===== src/rtl/inst_fetch_ctrl_if.sv =====
// Fetch-side bus bundle: combinational ROM port plus the valid/ready link to decode.
// The master modport is the fetch controller, the slave is the ROM/decode side.
interface inst_fetch_ctrl_if #(
  parameter int ADDR_W = 6
);
  logic [ADDR_W-1:0] rom_addr;
  logic              rom_ce;
  logic [31:0]       rom_inst;
  logic              if_valid;
  logic              if_ready;
  logic [31:0]       if_pc;
  logic [31:0]       if_inst;

  modport master (
    output rom_addr, rom_ce, if_valid, if_pc, if_inst,
    input  rom_inst, if_ready
  );

  modport slave (
    input  rom_addr, rom_ce, if_valid, if_pc, if_inst,
    output rom_inst, if_ready
  );
endinterface


===== src/rtl/inst_fetch_ctrl.sv =====
// Instruction-fetch sequencer: owns the PC, reads the combinational ROM and queues
// fetched words in a small in-order buffer for decode; handles branch redirect and illegal-PC fault.
module inst_fetch_ctrl #(
  parameter int          ADDR_W     = 6,
  parameter logic [31:0] BOOT_PC    = 32'h0,
  parameter int          FIFO_DEPTH = 2
) (
  input  logic                clk,
  input  logic                rst,
  input  logic                start_i,
  input  logic                branch_i,
  input  logic [31:0]         branch_target_i,
  inst_fetch_ctrl_if.master   bus,
  output logic                running_o,
  output logic                fault_o,
  output logic [31:0]         fault_pc_o
);

  localparam int PW = (FIFO_DEPTH > 1) ? $clog2(FIFO_DEPTH) : 1;
  localparam int CW = $clog2(FIFO_DEPTH) + 1;
  localparam logic [CW-1:0] DEPTH_C = CW'(FIFO_DEPTH);

  typedef enum logic [1:0] {IDLE, RUN, FAULT} state_t;

  state_t        state, state_next;
  logic [31:0]   pc, pc_next;
  logic [31:0]   fault_pc, fault_pc_next;
  logic [CW-1:0] count;
  logic [PW-1:0] wr_ptr, rd_ptr;
  logic [31:0]   pc_mem   [FIFO_DEPTH];
  logic [31:0]   inst_mem [FIFO_DEPTH];

  logic pc_ok, fetch_en, pop, flush, head_valid;

  assign pc_ok      = (pc[1:0] == 2'b00) && (pc[31:ADDR_W+2] == '0);
  assign head_valid = (count != '0);
  assign pop        = head_valid && bus.if_ready;
  // Fetch gating looks only at the registered count so if_ready never reaches rom_ce.
  assign fetch_en   = (state == RUN) && !branch_i && pc_ok && (count < DEPTH_C);

  always_comb begin
    state_next    = state;
    pc_next       = pc;
    fault_pc_next = fault_pc;
    flush         = 1'b0;
    unique case (state)
      IDLE: begin
        if (start_i) begin
          state_next = RUN;
          pc_next    = BOOT_PC;
          flush      = 1'b1;
        end
      end
      RUN: begin
        if (branch_i) begin
          pc_next = branch_target_i;
          flush   = 1'b1;
        end else if (!pc_ok) begin
          state_next    = FAULT;
          fault_pc_next = pc;
        end else if (fetch_en) begin
          pc_next = pc + 32'd4;
        end
      end
      FAULT: begin
        if (start_i) begin
          state_next    = RUN;
          pc_next       = BOOT_PC;
          fault_pc_next = '0;
          flush         = 1'b1;
        end
      end
      default: state_next = IDLE;
    endcase
  end

  always_ff @(posedge clk) begin
    if (rst) begin
      state    <= IDLE;
      pc       <= BOOT_PC;
      fault_pc <= '0;
    end else begin
      state    <= state_next;
      pc       <= pc_next;
      fault_pc <= fault_pc_next;
    end
  end

  // A flush outranks any same-cycle push or pop; a popped head still counts as delivered.
  always_ff @(posedge clk) begin
    if (rst || flush) begin
      count  <= '0;
      wr_ptr <= '0;
      rd_ptr <= '0;
    end else begin
      if (fetch_en) begin
        pc_mem[wr_ptr]   <= pc;
        inst_mem[wr_ptr] <= bus.rom_inst;
        wr_ptr           <= wr_ptr + 1'b1;
      end
      if (pop) rd_ptr <= rd_ptr + 1'b1;
      case ({fetch_en, pop})
        2'b10:   count <= count + 1'b1;
        2'b01:   count <= count - 1'b1;
        default: count <= count;
      endcase
    end
  end

  assign bus.rom_ce   = fetch_en;
  assign bus.rom_addr = fetch_en ? pc[ADDR_W+1:2] : '0;
  assign bus.if_valid = head_valid;
  assign bus.if_pc    = head_valid ? pc_mem[rd_ptr]   : 32'h0;
  assign bus.if_inst  = head_valid ? inst_mem[rd_ptr] : 32'h0;
  assign running_o    = (state == RUN);
  assign fault_o      = (state == FAULT);
  assign fault_pc_o   = fault_pc;

endmodule

===== src/flat_wrapper.sv =====
// flat-port wrapper written by rule: the top's interface ports become plain ports
module inst_fetch_ctrl_flat 
#(
  parameter int          ADDR_W     = 6,
  parameter logic [31:0] BOOT_PC    = 32'h0,
  parameter int          FIFO_DEPTH = 2
)
  (clk, rst, start_i, branch_i, branch_target_i, running_o, fault_o, fault_pc_o, bus_rom_addr, bus_rom_ce, bus_if_valid, bus_if_pc, bus_if_inst, bus_rom_inst, bus_if_ready);
  inst_fetch_ctrl_if #(.ADDR_W(ADDR_W)) bus_i ();
  input  logic clk;
  input  logic rst;
  input  logic start_i;
  input  logic branch_i;
  input  logic [31:0] branch_target_i;
  output logic running_o;
  output logic fault_o;
  output logic [31:0] fault_pc_o;
  output wire logic [$bits(bus_i.rom_addr)-1:0] bus_rom_addr;
  output wire logic [$bits(bus_i.rom_ce)-1:0] bus_rom_ce;
  output wire logic [$bits(bus_i.if_valid)-1:0] bus_if_valid;
  output wire logic [$bits(bus_i.if_pc)-1:0] bus_if_pc;
  output wire logic [$bits(bus_i.if_inst)-1:0] bus_if_inst;
  input wire logic [$bits(bus_i.rom_inst)-1:0] bus_rom_inst;
  input wire logic [$bits(bus_i.if_ready)-1:0] bus_if_ready;
  assign bus_rom_addr = bus_i.rom_addr;
  assign bus_rom_ce = bus_i.rom_ce;
  assign bus_if_valid = bus_i.if_valid;
  assign bus_if_pc = bus_i.if_pc;
  assign bus_if_inst = bus_i.if_inst;
  assign bus_i.rom_inst = bus_rom_inst;
  assign bus_i.if_ready = bus_if_ready;
  inst_fetch_ctrl #(.ADDR_W(ADDR_W), .BOOT_PC(BOOT_PC), .FIFO_DEPTH(FIFO_DEPTH)) u_core (.clk(clk), .rst(rst), .start_i(start_i), .branch_i(branch_i), .branch_target_i(branch_target_i), .bus(bus_i), .running_o(running_o), .fault_o(fault_o), .fault_pc_o(fault_pc_o));
endmodule

===== config.mk =====
export PLATFORM = sky130hd
export DESIGN_NAME = inst_fetch_ctrl_flat
export DESIGN_NICKNAME = d
export VERILOG_FILES = /design/src/rtl/inst_fetch_ctrl_if.sv /design/src/rtl/inst_fetch_ctrl.sv /design/src/flat_wrapper.sv
export SDC_FILE = /design/constraint.sdc
export NUM_CORES = 1
export LEC_CHECK = 0
export ABC_CLOCK_PERIOD_IN_PS = 20800
export BUFFER_PORTS_ARGS = -buffer_cell sky130_fd_sc_hd__buf_2
export CORE_MARGIN = 5
export CORE_UTILIZATION = 40
export DETAILED_ROUTE_END_ITERATION = 10
export HOLD_SLACK_MARGIN = 0.15
export MAX_ROUTING_LAYER = met4
export PLACE_DENSITY = 0.59
export SKIP_CTS_REPAIR_TIMING = 1
export SLEW_MARGIN = 30
export SYNTH_ARGS = -nofsm -noshare
export SYNTH_HDL_FRONTEND = slang
export SYNTH_SLANG_ARGS = --single-unit

===== constraint.sdc =====
create_clock -name clk -period 20.8 [get_ports clk]
set_clock_uncertainty 0.15 [all_clocks]
set_input_delay 1.04 -clock clk [delete_from_list [all_inputs] [get_ports clk]]
set_output_delay 1.04 -clock clk [all_outputs]
set_load 0.02 [all_outputs]

**After elaboration in Yosys (flattened, before gate mapping)**

Memory sizes are Yosys's and may differ from the RTL's. A register that Yosys moved wholly into a read port is not among the register bits.
Cells that the tools add are included.

- Memories: 2
- Output and inout port bits: 106
- Memory bits (writable): 128
- Logic and storage cells: 68
- Bits in registers: 70

Memory list:

| memory | depth | bits a word | rd ports | clocked after memory_dff | wr ports | RTL line | text |
|---|---|---|---|---|---|---|---|
| u_core.inst_mem | 2 | 32 | 1 | 1 | 1 | inst_fetch_ctrl.sv:31 | `logic [31:0] inst_mem [FIFO_DEPTH];` |
| u_core.pc_mem | 2 | 32 | 1 | 1 | 1 | inst_fetch_ctrl.sv:30 | `logic [31:0] pc_mem [FIFO_DEPTH];` |

- $add $sub $neg: 5
- Mux-type cells: 26
- Equal/unequal tests: 10
- Reductions and logical operators: 18
- $lt $le $gt $ge: 1

Operator list:

| kind | count |
|---|---|
| $mux W32 | 8 |
| $pmux W32 S2 | 2 |
| $add A32 B3 Y32 const B | 1 |
| $logic_not A24 Y1 | 1 |
| $mux W1 | 9 |
| $pmux W2 S2 | 2 |
| $reduce_and A4 Y1 | 2 |
| $reduce_bool A2 Y1 | 4 |
| $mux W2 | 3 |
| $mux W6 | 1 |
| $ne A2 B2 Y1 const B | 3 |
| $ne A3 B2 Y1 const B | 2 |
| $logic_and A1 B1 Y1 | 5 |
| $eq A2 B1 Y1 const B | 2 |
| $eq A2 B2 Y1 const B | 2 |
| $logic_not A2 Y1 | 2 |
| $reduce_and A3 Y1 | 1 |
| $add A1 B1 Y1 const B | 2 |
| $add A2 B1 Y2 const B | 1 |
| $lt A2 B2 Y1 const B | 1 |
| $ne A2 B1 Y1 const B | 1 |
| $pmux W1 S2 | 1 |
| $reduce_or A2 Y1 | 1 |
| $sub A2 B1 Y2 const B | 1 |
| other kinds (2) | 2 |

**Longest topological paths before layout**

- Depth in word-level cells: 8
- Depth in mapped cells: 9
- Mapped depth without buffers: 9

**Worst setup path after synthesis**

OpenSTA, ideal clock, no wires.

- Path type: input to register
- Start point: input port branch_i
- End point: memory u_core.inst_mem[0][0] (enable)
- Setup time: 0.564 ns
- Cell stages on the path: 5
- Data arrival time: 6.779 ns
- Setup slack: 13.307 ns
- Cell sequence: buf_6 -> clkbuf_1 -> nor4_2 -> inv_1 -> nor3_1

- Cells in the longest elaborated chain, start to end: 7
- Elaborated cells between the ends (all ways): 10
- Those cells by class: mux: 5; reduce/logical: 5

RTL lines:

| what | RTL line | text |
|---|---|---|
| start, declared | flat_wrapper.sv:13 | `input logic branch_i;` |
| $logic_not A1 Y1 | inst_fetch_ctrl.sv:39 | `assign fetch_en = (state == RUN) && !branch_i && pc_ok && (count < DEPTH_C);` |
| $logic_and A1 B1 Y1 (3 in series) | inst_fetch_ctrl.sv:39 |  |
| named net bus_rom_ce | flat_wrapper.sv:19 | `output wire logic [$bits(bus_i.rom_ce)-1:0] bus_rom_ce;` |
| $mux W1 | inst_fetch_ctrl.sv:96 | `if (fetch_en) begin` |
| $mux W1 | inst_fetch_ctrl.sv:91 | `if (rst \|\| flush) begin` |
| $mux W1 (implied by the code) | inst_fetch_ctrl.sv:98 | `inst_mem[wr_ptr] <= bus.rom_inst;` |
| end, declared | inst_fetch_ctrl.sv:31 |  |

The timed path passes the listed nets, and every way through them passes these cells.

**Final worst setup path**

- Start point: register u_core.pc[9]
- End point: output port bus_rom_addr[5]

- Cells in the longest elaborated chain, start to end: 5

RTL lines:

| what | RTL line | text |
|---|---|---|
| start, declared | inst_fetch_ctrl.sv:26 | `logic [31:0] pc, pc_next;` |
| start signal, assigned | inst_fetch_ctrl.sv:84 | `pc <= pc_next;` |
| $logic_not A24 Y1 | inst_fetch_ctrl.sv:35 | `assign pc_ok = (pc[1:0] == 2'b00) && (pc[31:ADDR_W+2] == '0);` |
| $logic_and A1 B1 Y1 | inst_fetch_ctrl.sv:35 |  |
| $logic_and A1 B1 Y1 (2 in series) | inst_fetch_ctrl.sv:39 |  |
| $mux W6 | inst_fetch_ctrl.sv:111 | `assign bus.rom_addr = fetch_en ? pc[ADDR_W+1:2] : '0;` |
| end, declared | flat_wrapper.sv:18 | `output wire logic [$bits(bus_i.rom_addr)-1:0] bus_rom_addr;` |

No other way between the ends.

==> results.py <==
metrics = {
    "outcome": {
        "outcome": "finished clean",
    },
    "pwr": {
        "p_comb_share_pct": 7.6,
        "power.leakage_nw": 3.71,
        "switching_share_pct": 22.6,
        "seq_power_share_pct": 52.5,
        "p_int_mw": 0.638,
        "switchingPower_mw": 0.187,
        "irDropWorstVdd_v": 0.0000580,
        "powerDensity_nw_per_um2": 85.7,
        "p_clk_share_pct": 39.9,
    },
    "worst_setup_path": {
        "r2r_setup_slack_ps": 16640,
        "rr_endpoint": "u_core.pc_mem[0][14]$_DFFE_PP_",
        "path_max_fanout": 9,
        "r2r_cells": 6,
        "timing.critical_path.to": "bus_rom_addr[5]",
        "arrival_ps": 3110,
        "critPathLaunchType": "register",
        "r2r_start": "u_core.pc[9]$_SDFFE_PP0P_",
        "worstPathRequired_ps": 19610,
        "crit_type": "register to output pin",
        "crit_path_end_kind": "output pin",
        "cp-startpoint": "u_core.pc[9]$_SDFFE_PP0P_",
    },
    "global_route": {
        "grt_pass1_vias": 5391,
        "antenna_found_initial": 0,
        "grt_pass1_wl_um": 29200,
        "grt_start_max_net_pins": 66,
        "gr-total-overflow": 0,
        "grt_usage_pct": 17.2,
    },
    "cts": {
        "cts_tree": "done",
        "clk_pin_slew_ps": 70,
        "cts-root-buf": "clkbuf_16",
        "numCtsBuffers": 17,
        "cts_num_sinks": 199,
        "h-tree-depth": 4,
        "clock_latency_ps": 420,
        "cts_buffer_depth": 2,
    },
    "synth": {
        "syn-num-nets": 674,
        "synthArstFlopShare_pct": 0,
        "ys_seq_elements": 199,
        "ys_types": 52,
        "syn_area_per_cell_um2": 13.1,
        "postSynthCellCount": 603,
        "synthFlopType": "edfxtp_1",
        "ys_warn_count": 0,
        "synth_edf_count": 128,
        "ys_seq_area_share_pct": 66.8,
        "syn-cell-area_um2": 7880,
    },
    "drt": {
        "route.detailed.drc": 0,
        "routedWlPerCell_um": 18.3,
        "routed_wirelength_um": 19200,
        "avgViaCountPerCell": 5.21,
        "drt_iter0_drc": 453,
        "ant_nets": 0,
        "vias": 5458,
        "drt_first_pass_iters": 5,
    },
    "finish": {
        "syn_to_final_growth_pct": 22.1,
        "final_core_util_pct": 49.5,
        "drive_gt1_share_pct": 28.8,
        "fin_area_um2": 9630,
        "layout_commonest_cell": "buf_2",
        "num-fill-cells": 1771,
        "final_cell_mix": "buf_2, edfxtp_1, nor2_1, dfxtp_1, mux2i_1",
        "antenna_cells": 0,
        "nets": 841,
    },
    "sta": {
        "finalCritPeriodShare_pct": 20.7,
        "grt_setup_unrepaired": "false",
        "setup_viol": 0,
        "fin_setup_tns_ps": 0,
        "slew_violations": 0,
        "final_critical_path_setup_slack_ps": 16500,
        "whs_ps": 310,
        "period_needed_ps": 4300,
        "timing.slew.headroom_pct": 42.0,
        "tightest_slew_ps": 870,
        "fmax_mhz": 233,
        "hold_viol_final": 0,
    },
    "die": {
        "core_area_um2": 19500,
        "io_pins": 175,
        "die_h_um": 150,
        "dieArea_um2": 22600,
        "rows": 51,
        "start_util_pct": 40.5,
        "dieWidth_um": 150,
    },
    "worst_hold_path": {
        "hp-class": "register to register",
    },
    "place": {
        "io_buffers": 174,
        "hpwl_um": 12800,
        "postPlaceCellArea_um2": 9000,
        "dp_slack_ps": 16500,
        "gp_congestion": 0.849,
    },
    "run": {
        "maxCapViolCount": 0,
    },
}
==> per-stage QoR <==
| step | instances | power (mW) |
|---|---|---|
| after floorplan | 603 | 0.479 |
| after global placement | 1015 | 0.502 |
| after detailed placement | 1015 | 0.503 |
| after CTS | 1046 | 0.832 |
| after global routing | 1047 | 0.855 |
| final | 1047 | 0.825 |
==> state kept, by name (all words and copies together), names as in the netlist, named ones only <==
signal,count
u_core.count,2
u_core.fault_pc_o,32
u_core.inst_mem,64
u_core.pc,32
u_core.pc_mem,64
u_core.rd_ptr,1
u_core.state,2
u_core.wr_ptr,1
==> cell type report <==
| type | count | area, um2 | share of cell area [%] |
|---|---|---|---|
| clock buffers | 21 | 483 | 5.02 |
| clock inverters | 10 | 115 | 1.20 |
| inverters | 9 | 33.8 | 0.351 |
| multi-input cells | 361 | 2450 | 25.4 |
| flip-flops and latches | 199 | 5270 | 54.7 |
| well taps | 265 | 332 | 3.44 |
| repair buffers | 182 | 947 | 9.84 |
==> cells by family after synthesis <==
logic type      after synthesis  synth area share [%]
xor+xnor                      6                 0.667
simple gates                185                  10.8
mux                          66                  8.38
fa+ha+maj                     2                 0.317
flops                       199                  66.8
compound gates              102                  10.5
buf+inv                      43                  2.49
==> layer usage <==
| layer | part of all wire [%] | up-vias | global-route usage (%) | wire length, um |
|---|---|---|---|---|
| li1 | - | 2592 | - | - |
| met1 | 47 | 2645 | 24.0 | 9020 |
| met2 | 46 | 205 | 25.8 | 8800 |
| met3 | 5.7 | 16 | 3.55 | 1100 |
| met4 | 1.3 | 0 | 4.71 | 240 |
| met5 | 0 | - | - | 0 |
==> critical path: stages (launching register included) <==
cell	delay [ps]
dfxtp_1	380
or4_1	570
or4_4	570
nor4_2	600
inv_1	210
nor2_1	160
buf_2	190
==> synth_stat cells, types with 7 or more instances <==
library cell	instances	area [um2]
mux2i_1	66	661
a22o_1	49	429
dfxtp_1	71	1420
o31ai_1	7	52.6
a21oi_1	8	40.0
inv_1	8	30.0
nand3_1	13	65.1
buf_1	7	26.3
nand2_1	38	143
o41ai_1	7	61.3
nor2_1	88	330
nand4_1	7	43.8
o21ai_0	10	50.1
edfxtp_1	128	3840
clkbuf_1	17	63.8
==> power groups by stage <==
stage | registers, mW | logic [mW] | clock network (mW)
CTS | 0.433 | 0.0621 | 0.337
floorplan | 0.439 | 0.0400 | 0
detailed placement | 0.442 | 0.0618 | 0
global route | 0.434 | 0.0678 | 0.354
global placement | 0.441 | 0.0612 | 0
finish | 0.433 | 0.0626 | 0.329
==> worst min path at each step <==
stage	endpoint	depth (start not counted)	slack, ps	from
2_1_floorplan	u_core.pc_mem[0][4]$_DFFE_PP_	0	270	u_core.pc[4]$_SDFFE_PP0P_
3_3_place_gp	u_core.fault_pc_o[5]$_SDFFE_PP0P_	1	290	u_core.fault_pc_o[5]$_SDFFE_PP0P_
3_5_place_dp	u_core.fault_pc_o[5]$_SDFFE_PP0P_	1	290	u_core.fault_pc_o[5]$_SDFFE_PP0P_
4_1_cts	u_core.fault_pc_o[5]$_SDFFE_PP0P_	1	310	u_core.fault_pc_o[5]$_SDFFE_PP0P_
5_1_grt	u_core.fault_pc_o[5]$_SDFFE_PP0P_	1	340	u_core.fault_pc_o[5]$_SDFFE_PP0P_
6_report	u_core.fault_pc_o[5]$_SDFFE_PP0P_	1	310	u_core.fault_pc_o[5]$_SDFFE_PP0P_
Note: power is estimated with default switching activity, not from simulation.
